<file path="src/rtl/demux_1x4_mux_4x1_if.sv">
// demux_1x4_mux_4x1_if: signal bundle for the register-file select fabric.
// master drives selects and register words; slave returns enables, buses, flags.
interface demux_1x4_mux_4x1_if #(
    parameter int WIDTH = 8
);
    logic             dwrite;
    logic [1:0]       dregsel;
    logic [1:0]       sregsel;
    logic [WIDTH-1:0] res0;
    logic [WIDTH-1:0] res1;
    logic [WIDTH-1:0] res2;
    logic [WIDTH-1:0] res3;
    logic             en0;
    logic             en1;
    logic             en2;
    logic             en3;
    logic [WIDTH-1:0] dbus;
    logic [WIDTH-1:0] sbus;
    logic [WIDTH-1:0] dbus_q;
    logic [WIDTH-1:0] sbus_q;
    logic             zero;
    logic             negative;

    modport master (
        output dwrite, dregsel, sregsel,
        output res0, res1, res2, res3,
        input  en0, en1, en2, en3,
        input  dbus, sbus, dbus_q, sbus_q,
        input  zero, negative
    );

    modport slave (
        input  dwrite, dregsel, sregsel,
        input  res0, res1, res2, res3,
        output en0, en1, en2, en3,
        output dbus, sbus, dbus_q, sbus_q,
        output zero, negative
    );
endinterface

</file>
<file path="src/rtl/demux_1x4_mux_4x1.sv">
// demux_1x4_mux_4x1: write-enable demux, two word read muxes,
// and a registered copy of both reads with d-path zero/negative flags.
module demux_1x4_mux_4x1 #(
    parameter int WIDTH = 8
) (
    input logic             clk,
    input logic             rst_n,
    demux_1x4_mux_4x1_if.slave bus
);
    logic [3:0]       en;
    logic [WIDTH-1:0] dbus;
    logic [WIDTH-1:0] sbus;
    logic [WIDTH-1:0] dbus_q;
    logic [WIDTH-1:0] sbus_q;
    logic             zero;
    logic             negative;

    // Decode destination select into a one-hot write enable gated by dwrite.
    always_comb begin
        en = 4'b0000;
        unique case (bus.dregsel)
            2'd0: en = {3'b000, bus.dwrite};
            2'd1: en = {2'b00, bus.dwrite, 1'b0};
            2'd2: en = {1'b0, bus.dwrite, 2'b00};
            2'd3: en = {bus.dwrite, 3'b000};
        endcase
    end

    // d-path read mux; all four codes decoded so no X escapes.
    always_comb begin
        dbus = '0;
        unique case (bus.dregsel)
            2'd0: dbus = bus.res0;
            2'd1: dbus = bus.res1;
            2'd2: dbus = bus.res2;
            2'd3: dbus = bus.res3;
        endcase
    end

    // s-path read mux, independent of the d path.
    always_comb begin
        sbus = '0;
        unique case (bus.sregsel)
            2'd0: sbus = bus.res0;
            2'd1: sbus = bus.res1;
            2'd2: sbus = bus.res2;
            2'd3: sbus = bus.res3;
        endcase
    end

    // One-cycle-delayed view of both buses; flags track the d path only.
    always_ff @(posedge clk or negedge rst_n) begin
        if (!rst_n) begin
            dbus_q   <= '0;
            sbus_q   <= '0;
            zero     <= 1'b0;
            negative <= 1'b0;
        end else begin
            dbus_q   <= dbus;
            sbus_q   <= sbus;
            zero     <= (dbus == '0);
            negative <= dbus[WIDTH-1];
        end
    end

    assign bus.en0      = en[0];
    assign bus.en1      = en[1];
    assign bus.en2      = en[2];
    assign bus.en3      = en[3];
    assign bus.dbus     = dbus;
    assign bus.sbus     = sbus;
    assign bus.dbus_q   = dbus_q;
    assign bus.sbus_q   = sbus_q;
    assign bus.zero     = zero;
    assign bus.negative = negative;
endmodule

</file>
<file path="src/flat_wrapper.sv">
// flat-port wrapper written by rule: the top's interface ports become plain ports
module demux_1x4_mux_4x1_flat 
#(
    parameter int WIDTH = 8
)
  (clk, rst_n, bus_dwrite, bus_dregsel, bus_sregsel, bus_res0, bus_res1, bus_res2, bus_res3, bus_en0, bus_en1, bus_en2, bus_en3, bus_dbus, bus_sbus, bus_dbus_q, bus_sbus_q, bus_zero, bus_negative);
  demux_1x4_mux_4x1_if #(.WIDTH(WIDTH)) bus_i ();
  input logic clk;
  input logic rst_n;
  input wire logic [$bits(bus_i.dwrite)-1:0] bus_dwrite;
  input wire logic [$bits(bus_i.dregsel)-1:0] bus_dregsel;
  input wire logic [$bits(bus_i.sregsel)-1:0] bus_sregsel;
  input wire logic [$bits(bus_i.res0)-1:0] bus_res0;
  input wire logic [$bits(bus_i.res1)-1:0] bus_res1;
  input wire logic [$bits(bus_i.res2)-1:0] bus_res2;
  input wire logic [$bits(bus_i.res3)-1:0] bus_res3;
  output wire logic [$bits(bus_i.en0)-1:0] bus_en0;
  output wire logic [$bits(bus_i.en1)-1:0] bus_en1;
  output wire logic [$bits(bus_i.en2)-1:0] bus_en2;
  output wire logic [$bits(bus_i.en3)-1:0] bus_en3;
  output wire logic [$bits(bus_i.dbus)-1:0] bus_dbus;
  output wire logic [$bits(bus_i.sbus)-1:0] bus_sbus;
  output wire logic [$bits(bus_i.dbus_q)-1:0] bus_dbus_q;
  output wire logic [$bits(bus_i.sbus_q)-1:0] bus_sbus_q;
  output wire logic [$bits(bus_i.zero)-1:0] bus_zero;
  output wire logic [$bits(bus_i.negative)-1:0] bus_negative;
  assign bus_i.dwrite = bus_dwrite;
  assign bus_i.dregsel = bus_dregsel;
  assign bus_i.sregsel = bus_sregsel;
  assign bus_i.res0 = bus_res0;
  assign bus_i.res1 = bus_res1;
  assign bus_i.res2 = bus_res2;
  assign bus_i.res3 = bus_res3;
  assign bus_en0 = bus_i.en0;
  assign bus_en1 = bus_i.en1;
  assign bus_en2 = bus_i.en2;
  assign bus_en3 = bus_i.en3;
  assign bus_dbus = bus_i.dbus;
  assign bus_sbus = bus_i.sbus;
  assign bus_dbus_q = bus_i.dbus_q;
  assign bus_sbus_q = bus_i.sbus_q;
  assign bus_zero = bus_i.zero;
  assign bus_negative = bus_i.negative;
  demux_1x4_mux_4x1 #(.WIDTH(WIDTH)) u_core (.clk(clk), .rst_n(rst_n), .bus(bus_i));
endmodule
</file>
<file path="config.mk">
export PLATFORM = sky130hd
export DESIGN_NAME = demux_1x4_mux_4x1_flat
export DESIGN_NICKNAME = d
export VERILOG_FILES = /design/src/rtl/demux_1x4_mux_4x1_if.sv /design/src/rtl/demux_1x4_mux_4x1.sv /design/src/flat_wrapper.sv
export SDC_FILE = /design/constraint.sdc
export NUM_CORES = 1
export LEC_CHECK = 0
export ABC_AREA = 1
export CAP_MARGIN = 20
export CORE_MARGIN = 2
export CORE_UTILIZATION = 30
export DETAILED_ROUTE_END_ITERATION = 10
export PLACE_DENSITY = 0.74
export SLEW_MARGIN = 5
export SYNTH_ARGS = -nofsm -noshare
export SYNTH_HDL_FRONTEND = slang
export SYNTH_SLANG_ARGS = --single-unit
export TNS_END_PERCENT = 10
</file>
<file path="constraint.sdc">
create_clock -name clk -period 0.8 [get_ports clk]
set_input_delay 0.16 -clock clk [delete_from_list [all_inputs] [get_ports clk]]
set_output_delay 0.16 -clock clk [all_outputs]
set_load 0.005 [all_outputs]
</file>
Yosys cells after proc, flatten, opt, wreduce, memory -nomap -nowiden
Index checks and enable logic that the tools add are counted.

cells by class
  reductions and logical operators = 3
  eq/ne operators = 6
  muxes and demuxes = 3

operator list
  kind                number
  $pmux 8 s4          2
  $pmux 4 s4          1
  $eq 2x2->1 const B  4
  $logic_not 8->1     1
  $eq 2x1->1 const B  2
  $logic_not 2->1     2

storage, ports and cells
  output and inout bits = 38
  register bits = 18
  input bits = 39
  word-level logic and storage cells = 16

Longest topological paths before layout
Gate-level depths: netlist (run 1).

  word-level depth = 3
  mapped depth = 7
  depth with buffers taken out = 6

Least setup slack after synthesis (run 1)
Ideal clock, no wire load.

  kind = input-to-reg
  start = input bus_dregsel[0]
  end = register u_core.zero (netlist: u_core.bus.zero)
  stages = 6
  arrival time = 0.800 ns
  required time = 0.686 ns
  path slack = -0.115 ns
  setup time = 0.114 ns
  path buffers = 0
  cell sequence = nor2_1 -> nand2_1 -> nand4_1 -> nor2_1 -> nand2_1 -> nor2_1

on the way
  longest elaborated chain between the ends = 3
  elaborated cells on any way between the ends = 6
  classes of those cells = eq/ne (3); mux (1); reduce/logical (2)

RTL lines
  item                                RTL line                 source
  from (decl)                         flat_wrapper.sv:11       input wire logic [$bits(bus_i.dregsel)-1:0] bus_dregsel;
  $eq 2x2->1 (tied with other cells)  demux_1x4_mux_4x1.sv:32  unique case (bus.dregsel)
  $pmux 8 s4 (*)                      demux_1x4_mux_4x1.sv:32
  via bus_dbus[2]                     flat_wrapper.sv:21       output wire logic [$bits(bus_i.dbus)-1:0] bus_dbus;
  $logic_not 8->1 (*)                 demux_1x4_mux_4x1.sv:61  zero <= (dbus == '0);
  to (signal assigned)                demux_1x4_mux_4x1.sv:61
  to (decl)                           demux_1x4_mux_4x1.sv:15  logic zero;

The timed path passes the listed nets; every way through them passes the cells marked *.

Worst setup path after layout (run 1)
  start = input bus_sregsel[0]
  end = output bus_sbus[6]

on the way
  longest elaborated chain between the ends = 2
  elaborated cells on any way between the ends = 5
  classes of those cells = eq/ne (3); mux (1); reduce/logical (1)

RTL lines
  item                                RTL line                 source
  from (decl)                         flat_wrapper.sv:12       input wire logic [$bits(bus_i.sregsel)-1:0] bus_sregsel;
  $eq 2x2->1 (tied with other cells)  demux_1x4_mux_4x1.sv:43  unique case (bus.sregsel)
  $pmux 8 s4 (*)                      demux_1x4_mux_4x1.sv:43
  to (decl)                           flat_wrapper.sv:22       output wire logic [$bits(bus_i.sbus)-1:0] bus_sbus;

Mark *: on every way between the ends. The rest lies on a longest branch, timed or not.

==> results of run 1 <==
[synth_stat cells, drive strengths merged]
master	instances
dfrtp	17
nand2	44
buf	5
nand3	24
nor2	8
nor3	4
inv	6
nand4	16
[state kept, by name, summed over array words and instances (netlist names)]
signal,flops
u_core.bus.dbus_q,7
u_core.bus.negative,1
u_core.bus.sbus_q,8
u_core.bus.zero,1
[cells by family after synthesis]
group	synth area share (%)
AND/OR/NAND/NOR	48.80
flip-flops	42.98
buffers and inverters	8.217
[what timing repair did]
action,CTS,global route
gates resized for setup,220,30
endpoints found under the setup margin,55,42
pin swaps,28,10
setup buffers,17,2
[final cells by class]
cell class | instances | area [um2]
fill | 281 | 1055
tap | 44 | 55.05
clock buffer | 3 | 22.52
multi-input combinational | 96 | 634.4
inverter | 6 | 35.03
timing repair buffer | 108 | 870.8
sequential | 17 | 425.4
clock inverter | 1 | 5.005
[metal layers]
metal	up-vias	wire length, um	GRT usage (%)
met3	16	483	4.832
met1	693	1696	30.48
met2	109	2377	43.47
met5	-	0	0
met4	0	122	10.94
li1	645	-	-
[report_power, final]
part	switching, mW	internal, mW
registers	0.0226	0.941
logic	0.504	0.548
clock network	0.292	0.186
[worst max path at each step]
stage	slack, ns	endpoint	from
after CTS	-0.28	bus_sbus[5]	bus_sregsel[0]
after detailed placement	-1.12	bus_dbus[7]	bus_dregsel[1]
final	-0.30	bus_sbus[6]	bus_sregsel[0]
after floorplan	-0.10	u_core.bus.zero	bus_dregsel[1]
after global routing	-0.34	bus_sbus[6]	bus_sregsel[1]
after global placement	-1.08	bus_dbus[6]	bus_dregsel[1]
[critical path: stages]
cell	delay [ns]
buf_8	0.09
inv_6	0.03
nor2_4	0.20
buf_6	0.15
nand2_2	0.04
nand4_1	0.13
buf_2	0.14
[stage by stage]
step	setup TNS (ns)	setup WS [ns]	hold slack [ns]	power [mW]	cells
floorplan	-0.2995	-0.1021	-0.1356	1.268	124
global placement	-32.66	-1.085	0.5132	1.962	253
detailed placement	-33.87	-1.122	0.5098	1.982	253
CTS	-8.004	-0.2790	0.1803	2.484	274
global route	-7.895	-0.3381	0.1769	2.607	275
finish	-6.630	-0.2962	0.1839	2.493	275
==> metrics.txt, run 1 <==
FP Rows=20; Setup violations, final=40; sequential-to-total area share from yosys stat=42.98%; # DRC=0; final critical-path share of the clock period=137.0%; area fraction of the dominant cell type after synthesis=between 40% and 50%; DR iter-0 viols=about 110; power per cell area=1217 nW/um2; dpl hpwl=3151 um; status=finished with violations; TritonRoute pass-1 iters=4; pins over their slew limit=0; finished layout cell area=roughly 2000 um2; Vias=1,463; global-route usage over all layers=around a quarter; die span in x=61.44 um; Post-Syn Area=989.7 um2; Avg Cell Area, Syn=7.981 um2; Bufs on Longest Clock Path=2; CTS tree=yes; Hold Path Class=in -> async; VDD IR-drop max=between 400 and 500 uV; WP data arrival=around 0.94 ns; Worst Tran Pin Value=between 0.2 and 0.25 ns; num ports=77; cts bufs inserted=3; Relative slew margins=85.34%; number of diodes=0; Post-DP Area=~1900 um2; Synth warnings=0; Die Y-Extent=between 60 and 70 um; fin nets=271; WP data required=0.64 ns; PortBufs=76; Final Worst Setup Slack=-0.2962 ns; leakage power=1.010 nW; Antenna Violating Nets Remaining=0; syn_nets=163; Die ar.=3774 um2; largest net degree at the start of global routing=18; first-pass GRT wire length=6982 um; fraction of final layout cells sized beyond drive strength 1=a little over half; synth top area cells=dfrtp_1, nand2_1, nand3_1; Worst Setup Start Kind=input port; synth unique cells=14; core area=3103 um2; RSZ-0062 raised after global routing=true; via/cell ratio=around 5.3; Cells after Synth=around 120; post-layout min period=1.096 ns; failing checks=negative setup slack; Fmax achieved=912.2 MHz; area leader, netlist=dfrtp_1; max-cap violations=0; CTS Root Cell=clkbuf_4; most frequent cells in the layout=nand2_1, dlygate4sd2_1, buf_2; clock slew at reported path FFs=0.10 ns; vias in the first global route=1,453; Crit Path Category=in -> out; H-tree Lvls=1; hold_buf cts=0; initial antenna violation count=0; P&R area growth vs syn=107.0%; clk sinks=17; Critical Path Fanout Max=6; final wirelength=4679 um; Fin. Hold Viols=0; GRT overflow=0; Critical Path Sink Type=primary output; Final Util=66.01%; commonest non-fill, non-tap cell in the layout=nand2_1; Avg WL per Cell=17.01 um; GPL Wtd Cong=0.7781; starting density of the core=31.90%; Yosys reg bits=17
Note: power is estimated with default switching activity, not from simulation.
==> run 2: changes to the inputs <==
Settings changed: CAP_MARGIN 20 to 25.
==> results of run 2 <==
Final layout, timing and power as in run 1 (identical DEF).
==> run 3: changes to the inputs <==
Settings changed: CAP_MARGIN 25 to 10, CORE_MARGIN 2 to unset.
==> run 3 against run 2 <==
Net effect:
- the flow still finishes with violations (negative setup slack)
- global-route usage hardly changed
- worst setup slack better by 0.047 ns
- clock-buffer cell count did not move
- sequential power is essentially flat
- clock power decreased by 2%
- first-iteration DRC count is 42% lower
- largest power group unchanged
==> metrics.txt, run 3 (synthesis results as in run 1) <==
Bufs on Longest Clock Path=2 (unchanged); status=finished with violations; dpl hpwl=2938 um (-6.7%); fin nets=266 (-1.8%); post-layout min period=1.049 ns (-0.04742 ns); Fin. Hold Viols=0 (unchanged); Final Util=63.75% (-2.3 points); largest net degree at the start of global routing=18 (unchanged); power per cell area=1216 nW/um2 (-0.12%); switching share of total power=32.19% (-0.63 points); failing checks=negative setup slack; initial antenna violation count=0 (unchanged); Die Y-Extent=59.44 um (-3.3%); via/cell ratio=5.152 (-3.2%); P&R area growth vs syn=99.87%; PortBufs=76 (unchanged); fraction of final layout cells sized beyond drive strength 1=51.33% (-1.9 points); max-cap violations=0 (unchanged); core area=3103 um2 (unchanged); Critical Path Sink Type=primary output; non-filler cells in the finished layout=270 (-1.8%); num ports=77 (unchanged); FP Rows=20 (unchanged); NetSw=774.2 uW (-5.4%); Worst Tran Pin Value=0.2154 ns (-0.003982 ns); Comb pwr share=40.5% (-1.7 points); die span in x=59.44 um (-3.3%); H-tree Lvls=1 (unchanged); clock share of power=19.6% (+0.4 points); clk sinks=17 (unchanged); Crit Path Category=in -> out; pins over their slew limit=0 (unchanged); clock slew at reported path FFs=0.10 ns (about the same); leakage power=0.9762 nW (-3.4%); Critical Path Fanout Max=6 (unchanged); internal power=1.631 mW (-2.6%); total power draw=2.405 mW (-3.5%); vias in the first global route=1,396 (-3.9%); starting density of the core=31.90% (unchanged); placed insts=252 (-0.40%); Top reg by flops=u_core.bus.sbus_q; Worst Setup Start Kind=input port; GPL Wtd Cong=0.8194 (+5.3%); Layout fillers=300 (+6.8%); most frequent cells in the layout=nand2_1, dlygate4sd2_1, buf_2; hold_ws=0.2029 ns (+0.01895 ns); RSZ-0062 raised after global routing=true; hold_buf cts=0 (unchanged); CTS Root Cell=clkbuf_4; Relative slew margins=85.61% (+0.27 points); first-pass GRT wire length=6624 um (-5.1%); Post-DP Area=1882 um2 (-0.40%); GRT overflow=0 (unchanged); DR iter-0 viols=61 (-42%); pre-CTS setup slack=-1.122 ns (-0.0001700 ns); part of the power in registers=40.0% (+1.4 points); Fmax achieved=953.5 MHz (+4.5%); Largest register FFs=8 (unchanged); WP data required=0.64 ns (about the same); Setup violations, final=38 (-5.0%); Vias=1,391 (-4.9%); Die ar.=3533 um2 (-6.4%); commonest non-fill, non-tap cell in the layout=nand2_1; TritonRoute pass-1 iters=4 (unchanged); Hold Path Class=in -> async; final critical-path share of the clock period=131.1% (-5.9 points); Antenna Violating Nets Remaining=0 (unchanged); global-route usage over all layers=25.22% (+0.044 points); CTS tree=yes; final wirelength=4316 um (-7.8%); Final Worst Setup Slack=-0.2488 ns (+0.04742 ns); finished layout cell area=1978 um2 (-3.4%); setup_tns=-5.662 ns (+0.9678 ns); Avg WL per Cell=15.99 um (-6.0%); Largest regs=u_core.bus.sbus_q x8, u_core.bus.dbus_q x7; cts bufs inserted=3 (unchanged); WP data arrival=0.89 ns (-0.05 ns); # DRC=0 (unchanged); number of diodes=0 (unchanged); VDD IR-drop max=468.6 uV (about the same)
## run 3: cell types whose count changed in the layout (fill, tap and decap cells not counted), sizes merged
cell	change
buf	-3
clkbuf	-2
## run 3: power groups by stage
stage | Sequential [mW] | Combinational, mW | Clock (mW)
finish | 0.961 | 0.973 | 0.470
global route | 0.971 | 1.05 | 0.501
CTS | 0.962 | 0.965 | 0.466
detailed placement | 0.979 | 0.987 | 0
global placement | 0.978 | 0.972 | 0
floorplan | 0.994 | 0.275 | 0
## run 3: metal layers
| metal | part of all wire [%] | vias to the layer above | wire length (um) | GRT usage, % |
|---|---|---|---|---|
| met5 | 0 | - | 0 | 0 |
| met4 | 2.3 | 0 | 99 | 12.24 |
| met3 | 9.8 | 12 | 421 | 4.148 |
| met2 | 50 | 95 | 2179 | 43.66 |
| met1 | 37 | 654 | 1616 | 30.01 |
| li1 | - | 630 | - | - |
## run 3: worst max-delay path, stage by stage
cell	delay, ns
buf_8	0.10
nor2_4	0.20
buf_6	0.14
nand2_2	0.04
nand4_1	0.10
buf_2	0.14
## run 3: worst max path at each step
stage,start,slack [ns],end,cells past startpoint
floorplan,bus_dregsel[1],-0.10,u_core.bus.zero,7
global placement,bus_dregsel[1],-1.08,bus_dbus[6],5
detailed placement,bus_dregsel[1],-1.12,bus_dbus[6],5
CTS,bus_sregsel[0],-0.26,bus_sbus[6],8
global route,bus_sregsel[1],-0.27,bus_sbus[7],6
finish,bus_sregsel[1],-0.25,bus_sbus[4],6
## run 3: repair_timing
item / in CTS / in global routing
cloned: 1 / 0
resized for setup: 221 / 28
setup endpoints to repair: 55 / 40
buffers inserted: 13 / 1
pin swaps: 27 / 8
## run 3: area by class of cell
class                           instances  area, um2  area share, %
Sequential cell                        17      425.4          21.51
Clock inverter                          1      5.005         0.2530
Timing Repair Buffer                  103      837.1          42.31
Tap cell                               44      55.05          2.783
Clock buffer                            3      22.52          1.139
Inverter                                6      37.54          1.898
Multi-Input combinational cell         96      595.6          30.11
